===== config.mk =====
export PLATFORM = sky130hd
export DESIGN_NAME = dag_burst_seq
export DESIGN_NICKNAME = d
export VERILOG_FILES = /design/src/rtl/dag_burst_seq_pkg.sv /design/src/rtl/dag_starve_ctr.sv /design/src/rtl/dag_burst_seq.sv
export SDC_FILE = /design/constraint.sdc
export NUM_CORES = 1
export LEC_CHECK = 0
export ABC_AREA = 0
export CAP_MARGIN = 10
export CORE_MARGIN = 8
export CORE_UTILIZATION = 45
export DETAILED_ROUTE_END_ITERATION = 16
export GPL_ROUTABILITY_DRIVEN = 1
export PLACE_DENSITY = 0.8
export SLEW_MARGIN = 10
export SYNTH_ARGS = -nofsm -noshare
export SYNTH_HDL_FRONTEND = slang
export SYNTH_HIERARCHICAL = 1
export SYNTH_SLANG_ARGS = --single-unit

===== constraint.sdc =====
create_clock -name clk_rf -period 2.6 [get_ports clk_rf]
set_input_delay 0.52 -clock clk_rf [delete_from_list [all_inputs] [get_ports clk_rf]]
set_output_delay 0.52 -clock clk_rf [all_outputs]
set_load 0.03 [all_outputs]

===== src/rtl/dag_burst_seq_pkg.sv =====
// Shared types and defaults for the DAG burst sequencer.
package dag_burst_seq_pkg;

    localparam int unsigned CNT_W_DEF  = 16;
    localparam int unsigned STARVE_DEF = 8;
    localparam int unsigned IDX_W      = 3;

    typedef enum logic [1:0] {
        ST_IDLE = 2'd0,
        ST_RUN  = 2'd1,
        ST_DONE = 2'd2
    } state_e;

endpackage


===== src/rtl/dag_starve_ctr.sv =====
// Counts consecutive blocked burst cycles; flags when the burst has waited long enough.
module dag_starve_ctr #(
    parameter int unsigned STARVE = 8
) (
    input  logic clk_rf,
    input  logic rst,
    input  logic i_inc,
    input  logic i_clr,
    output logic o_win_c
);

    localparam int unsigned CW = (STARVE < 1) ? 1 : $clog2(STARVE + 1);

    logic [CW-1:0] r_cnt;

    // Saturates at STARVE so a long blocked stretch never wraps back to zero.
    always_ff @(posedge clk_rf) begin
        if (rst || i_clr) begin
            r_cnt <= '0;
        end else if (i_inc && (r_cnt != CW'(STARVE))) begin
            r_cnt <= r_cnt + CW'(1);
        end
    end

    assign o_win_c = (r_cnt == CW'(STARVE));

endmodule


===== src/rtl/dag_burst_seq.sv =====
// Interleaves burst post-modify DAG requests with instruction DAG requests.
module dag_burst_seq
    import dag_burst_seq_pkg::*;
#(
    parameter int unsigned CNT_W  = CNT_W_DEF,
    parameter int unsigned STARVE = STARVE_DEF
) (
    input  logic             clk_rf,
    input  logic             rst,
    input  logic             ps_en,
    input  logic             ps_dgsclt,
    input  logic             ps_mdfy,
    input  logic [IDX_W-1:0] ps_iadd,
    input  logic [IDX_W-1:0] ps_madd,
    output logic             ps_stall,
    input  logic             bq_vld,
    output logic             bq_rdy,
    input  logic             bq_dgsclt,
    input  logic [IDX_W-1:0] bq_iadd,
    input  logic [IDX_W-1:0] bq_madd,
    input  logic [CNT_W-1:0] bq_cnt,
    input  logic             bq_abort,
    output logic             bq_busy,
    output logic             bq_done,
    output logic [CNT_W-1:0] bq_left,
    input  logic             mem_rdy,
    output logic             dg_en,
    output logic             dg_dgsclt,
    output logic             dg_mdfy,
    output logic [IDX_W-1:0] dg_iadd,
    output logic [IDX_W-1:0] dg_madd
);

    state_e             r_state;
    logic               r_dgsclt;
    logic [IDX_W-1:0]   r_iadd;
    logic [IDX_W-1:0]   r_madd;
    logic [CNT_W-1:0]   r_left;

    logic w_run;
    logic w_win;
    logic w_go;
    logic w_inc;
    logic w_clr;

    assign w_run = (r_state == ST_RUN);
    assign w_go  = w_run & mem_rdy & ~bq_abort & (~ps_en | w_win);
    assign w_inc = w_run & mem_rdy & ps_en & ~w_go;
    // Abort is the only way out of RUN without a slot, so it clears the count too.
    assign w_clr = ~w_run | w_go | bq_abort;

    dag_starve_ctr #(
        .STARVE (STARVE)
    ) u_starve (
        .clk_rf  (clk_rf),
        .rst     (rst),
        .i_inc   (w_inc),
        .i_clr   (w_clr),
        .o_win_c (w_win)
    );

    always_ff @(posedge clk_rf) begin
        if (rst) begin
            r_state  <= ST_IDLE;
            r_dgsclt <= 1'b0;
            r_iadd   <= '0;
            r_madd   <= '0;
            r_left   <= '0;
        end else begin
            unique case (r_state)
                ST_IDLE: begin
                    if (bq_vld) begin
                        r_dgsclt <= bq_dgsclt;
                        r_iadd   <= bq_iadd;
                        r_madd   <= bq_madd;
                        r_left   <= bq_cnt;
                        r_state  <= (bq_cnt == '0) ? ST_DONE : ST_RUN;
                    end
                end
                ST_RUN: begin
                    // Residual count is kept on abort so software can see what was left.
                    if (bq_abort) begin
                        r_state <= ST_DONE;
                    end else if (w_go) begin
                        r_left <= r_left - CNT_W'(1);
                        if (r_left == CNT_W'(1)) begin
                            r_state <= ST_DONE;
                        end
                    end
                end
                ST_DONE: r_state <= ST_IDLE;
                default: r_state <= ST_IDLE;
            endcase
        end
    end

    assign bq_rdy   = (r_state == ST_IDLE);
    assign bq_busy  = w_run;
    assign bq_done  = (r_state == ST_DONE);
    assign bq_left  = r_left;
    assign ps_stall = ps_en & w_go;

    // Burst slot wins the DAG port; otherwise the instruction request passes straight through.
    always_comb begin
        dg_en     = 1'b0;
        dg_dgsclt = 1'b0;
        dg_mdfy   = 1'b0;
        dg_iadd   = '0;
        dg_madd   = '0;
        if (w_go) begin
            dg_en     = 1'b1;
            dg_dgsclt = r_dgsclt;
            dg_iadd   = r_iadd;
            dg_madd   = r_madd;
        end else if (ps_en) begin
            dg_en     = 1'b1;
            dg_dgsclt = ps_dgsclt;
            dg_mdfy   = ps_mdfy;
            dg_iadd   = ps_iadd;
            dg_madd   = ps_madd;
        end
    end

endmodule


==> impl_metrics.csv <==
group,metric,value,unit
sta,setup_ws,0.111,ns
route,met2_length,2910,um
power,p_per_area,608,mW/mm^2
logic_synthesis,synth_edf_count,0,
layout,fillers,364,
power,p_total,1.62,mW
global_route,grtUsageTotal,0.172,
sta,finalHoldViolCount,0,
critical_path,r2r_cells,11,
clock_tree,tritoncts,"built",
power,cellLeakagePower,1.02,nW
logic_synthesis,yosys.area.top_type_share,0.317,
hold_path,min_path_type,"register to register",
logic_synthesis,synth.area.top_cells,"dfxtp_1, a21oi_1, nor2_1, o21ai_0, inv_1",
layout,multi_input_area,0.00111,mm^2
critical_path,setup.reg_to_reg.worst_slack,0.40,ns
layout,diodes,0,
floorplanning,core-area,0.00397,mm^2
layout,nets,360,
place,finalWeightedCongestion,0.801,
critical_path,crit_path_start_kind,"register",
logic_synthesis,synth.largest_area_cell,"dfxtp_1",
critical_path,arrival,1.97,ns
logic_synthesis,yosysSeqAreaShare,0.317,
logic_synthesis,ys_warn_count,6,
route,viasPerCell,5.55,
critical_path,rr_endpoint,"u_starve/r_cnt[2]",
sta,worst_pin_slew,0.438,ns
floorplanning,fp.dieW,79.8,um
sta,finalCriticalPeriod,2.49,ns
clock_tree,numCtsBuffers,5,
route,wl_met3,321,um
clock_tree,ctsHtreeMaxLevel,2,
route,drcViolationCount,0,
power,internal_power,1.01,mW
critical_path,worst-endpoint-required,2.08,ns
place,pre_cts_ws,-0.0356,ns
sta,fin_crit_sh,0.957,
logic_synthesis,netlist_area,0.00183,mm^2
sta,max_freq,402,MHz
job,cap_violations,0,
route,ant_nets,0,
route,post_drt_wl_per_cell,15.4,um
power,swShare,0.379,
place,post-dp-hpwl,4180,um
logic_synthesis,synth_async_sr_flop_share,0,
clock_tree,clock_path_buffers,2,
global_route,first_global_vias,1888,
power,p_sw,0.613,mW
global_route,grt_max_degree,28,
route,wirelength,5680,um
global_route,antenna_found_initial,0,
logic_synthesis,yosys-top-cells-count,"dfxtp_1, nor2_1, a21oi_1",
critical_path,path_max_fanout,4,
route,first_pass_iters,4,
sta,setup_viol,0,
power,combPwrFrac,0.436,
power,clkPwrFrac,0.229,
logic_synthesis,synth_ff_type,"dfxtp_1",
sta,relSlewSlack,0.707,
floorplanning,ioPinCount,66,
floorplanning,row_count,23,
logic_synthesis,syn-num-nets,288,
floorplanning,fp.dieH,79.8,um
sta,report.final.slew_viol_count,0,
route,vias,2047,
critical_path,r2r-start,"u_starve/r_cnt[0]",
critical_path,worst-setup-path-type,"register to primary output",
logic_synthesis,syn_avg_cell_area,7.43,um^2
clock_tree,clock_latency,0.28,ns
route,top_layer,"met4",
layout,area_delta_synth_final,45.2,%
status,outcome,"completed",
clock_tree,clock_sinks,29,
critical_path,cp-startpoint,"u_starve/r_cnt[0]",
global_route,grt_pass1_wl,8830,um
critical_path,crit_end,"dg_mdfy",
logic_synthesis,synthCells,247,
sta,finClkSkew,0.00722,ns
logic_synthesis,synth.distinct_cells,55,
floorplanning,start_util,0.462,
layout,regArea,581,um^2
logic_synthesis,yosysMostFrequentCell,"dfxtp_1",
critical_path,endpoint_kind,"primary output",
power,seq_power_share,0.335,
global_route,overflow,0,
floorplanning,die_area,0.00638,mm^2
clock_tree,path_clk_slew,0.06,ns
route,m1WireLength,2380,um
clock_tree,clk_root_buffer_cell,"clkbuf_8",
logic_synthesis,synth_seq_cells,29,
layout,drive_gt1_frac,0.138,
route,drtIter0Drc,186,
place,port_buffers,65,
power,max-vdd-ir-drop,292,uV
==> how the worst min path moves through the flow <==
| stage | slack [ns] | to | cells after the start | startpoint |
|---|---|---|---|---|
| after floorplan | 0.47 | u_starve/r_cnt[2] | 2 | u_starve/r_cnt[2] |
| after global placement | 0.48 | bq_left[15] | 2 | bq_left[15] |
| after detailed placement | 0.48 | bq_left[15] | 2 | bq_left[15] |
| after CTS | 0.49 | bq_left[15] | 2 | bq_left[15] |
| after global routing | 0.51 | bq_left[15] | 2 | bq_left[15] |
| final | 0.49 | bq_left[15] | 2 | bq_left[15] |
==> state kept, by name, indices dropped and copies added (netlist names) <==
| register | cells |
|---|---|
| bq_left | 16 |
| u_starve/r_cnt | 4 |
| r_iadd | 3 |
| r_madd | 3 |
| r_state | 2 |
| r_dgsclt | 1 |
==> kinds of logic (layout without fill, tap and decap cells) <==
family	after synthesis	count (layout)	share of synthesized area
and+or+nand+nor	99	99	0.297
AOI/OAI and AO/OA	77	77	0.272
buffers and inverters	37	109	0.0825
DFF	29	29	0.317
adders and majority gates	4	4	0.0273
xor gates and xnor gates	1	1	0.00478
==> cell type report <==
| type | instances | area share |
|---|---|---|
| multi-input cells | 181 | 0.416 |
| repair buffers | 81 | 0.281 |
| flip-flops and latches | 29 | 0.218 |
| clock buffers | 7 | 0.0324 |
| inverters | 21 | 0.0296 |
| well taps | 50 | 0.0235 |
==> power groups by stage <==
stage | Combinational (mW) | Clock [mW] | Sequential (mW)
after global routing | 0.763 | 0.396 | 0.549
after detailed placement | 0.693 | 0 | 0.551
final | 0.706 | 0.370 | 0.543
after CTS | 0.697 | 0.378 | 0.542
after floorplan | 0.373 | 0 | 0.601
after global placement | 0.687 | 0 | 0.549
==> metrics by stage <==
| stage | utilization | instance area [um^2] | setup TNS, ns | std cells | hold slack (ns) |
|---|---|---|---|---|---|
| after floorplan | - | 1830 | 0 | 247 | 0.470 |
| after detailed placement | 0.644 | 2560 | -0.0356 | 360 | 0.483 |
| final | 0.671 | 2660 | 0 | 369 | 0.495 |
| after global routing | 0.671 | 2660 | -0.00296 | 369 | 0.512 |
| after CTS | 0.665 | 2640 | 0 | 367 | 0.492 |
| after global placement | 0.644 | 2560 | 0 | 360 | 0.479 |
==> layer usage <==
layer / vias to the layer above / global-route usage
met5: - / 0
met4: 0 / 0.0836
met3: 5 / 0.0360
met2: 59 / 0.292
met1: 953 / 0.201
li1: 1030 / -
==> layout by cell type, fill, tap and decap left out, drive strengths merged, types with 3 or more instances in the layout <==
cell           synthesis  final
a21boi                 4      4
a21o                   7      7
a21oi                 25     25
a31oi                  3      3
a41oi                  3      3
buf                    6     25
clkbuf                10      7
clkdlybuf4s50          0     55
dfxtp                 29     29
ha                     4      4
inv                   21     21
nand2                 18     18
nand3                 14     14
nand4                  5      5
nor2                  26     26
nor2b                  3      3
nor3                   8      8
nor3b                  3      3
nor4                   6      6
o21ai                 19     19
o32ai                  4      4
==> critical path: stages, from the launching register on <==
cell and delay, ns:
dfxtp_1 0.37, inv_1 0.08, ha_1 0.23, nand3b_4 0.09, inv_2 0.05, nand2b_1 0.15
nand3_1 0.15, and3_1 0.18, dlygate4sd2_1 0.40
==> repair_timing <==
action / CTS / global route
cloned: 0 / 1
hold endpoints to repair: 0 / 0
setup endpoints to repair: 1 / 3
resized for setup: 1 / 3
hold buffers: 0 / 0
buffers inserted: 0 / 1
pin swaps: 0 / 0
(Power assumes the default switching activity.)
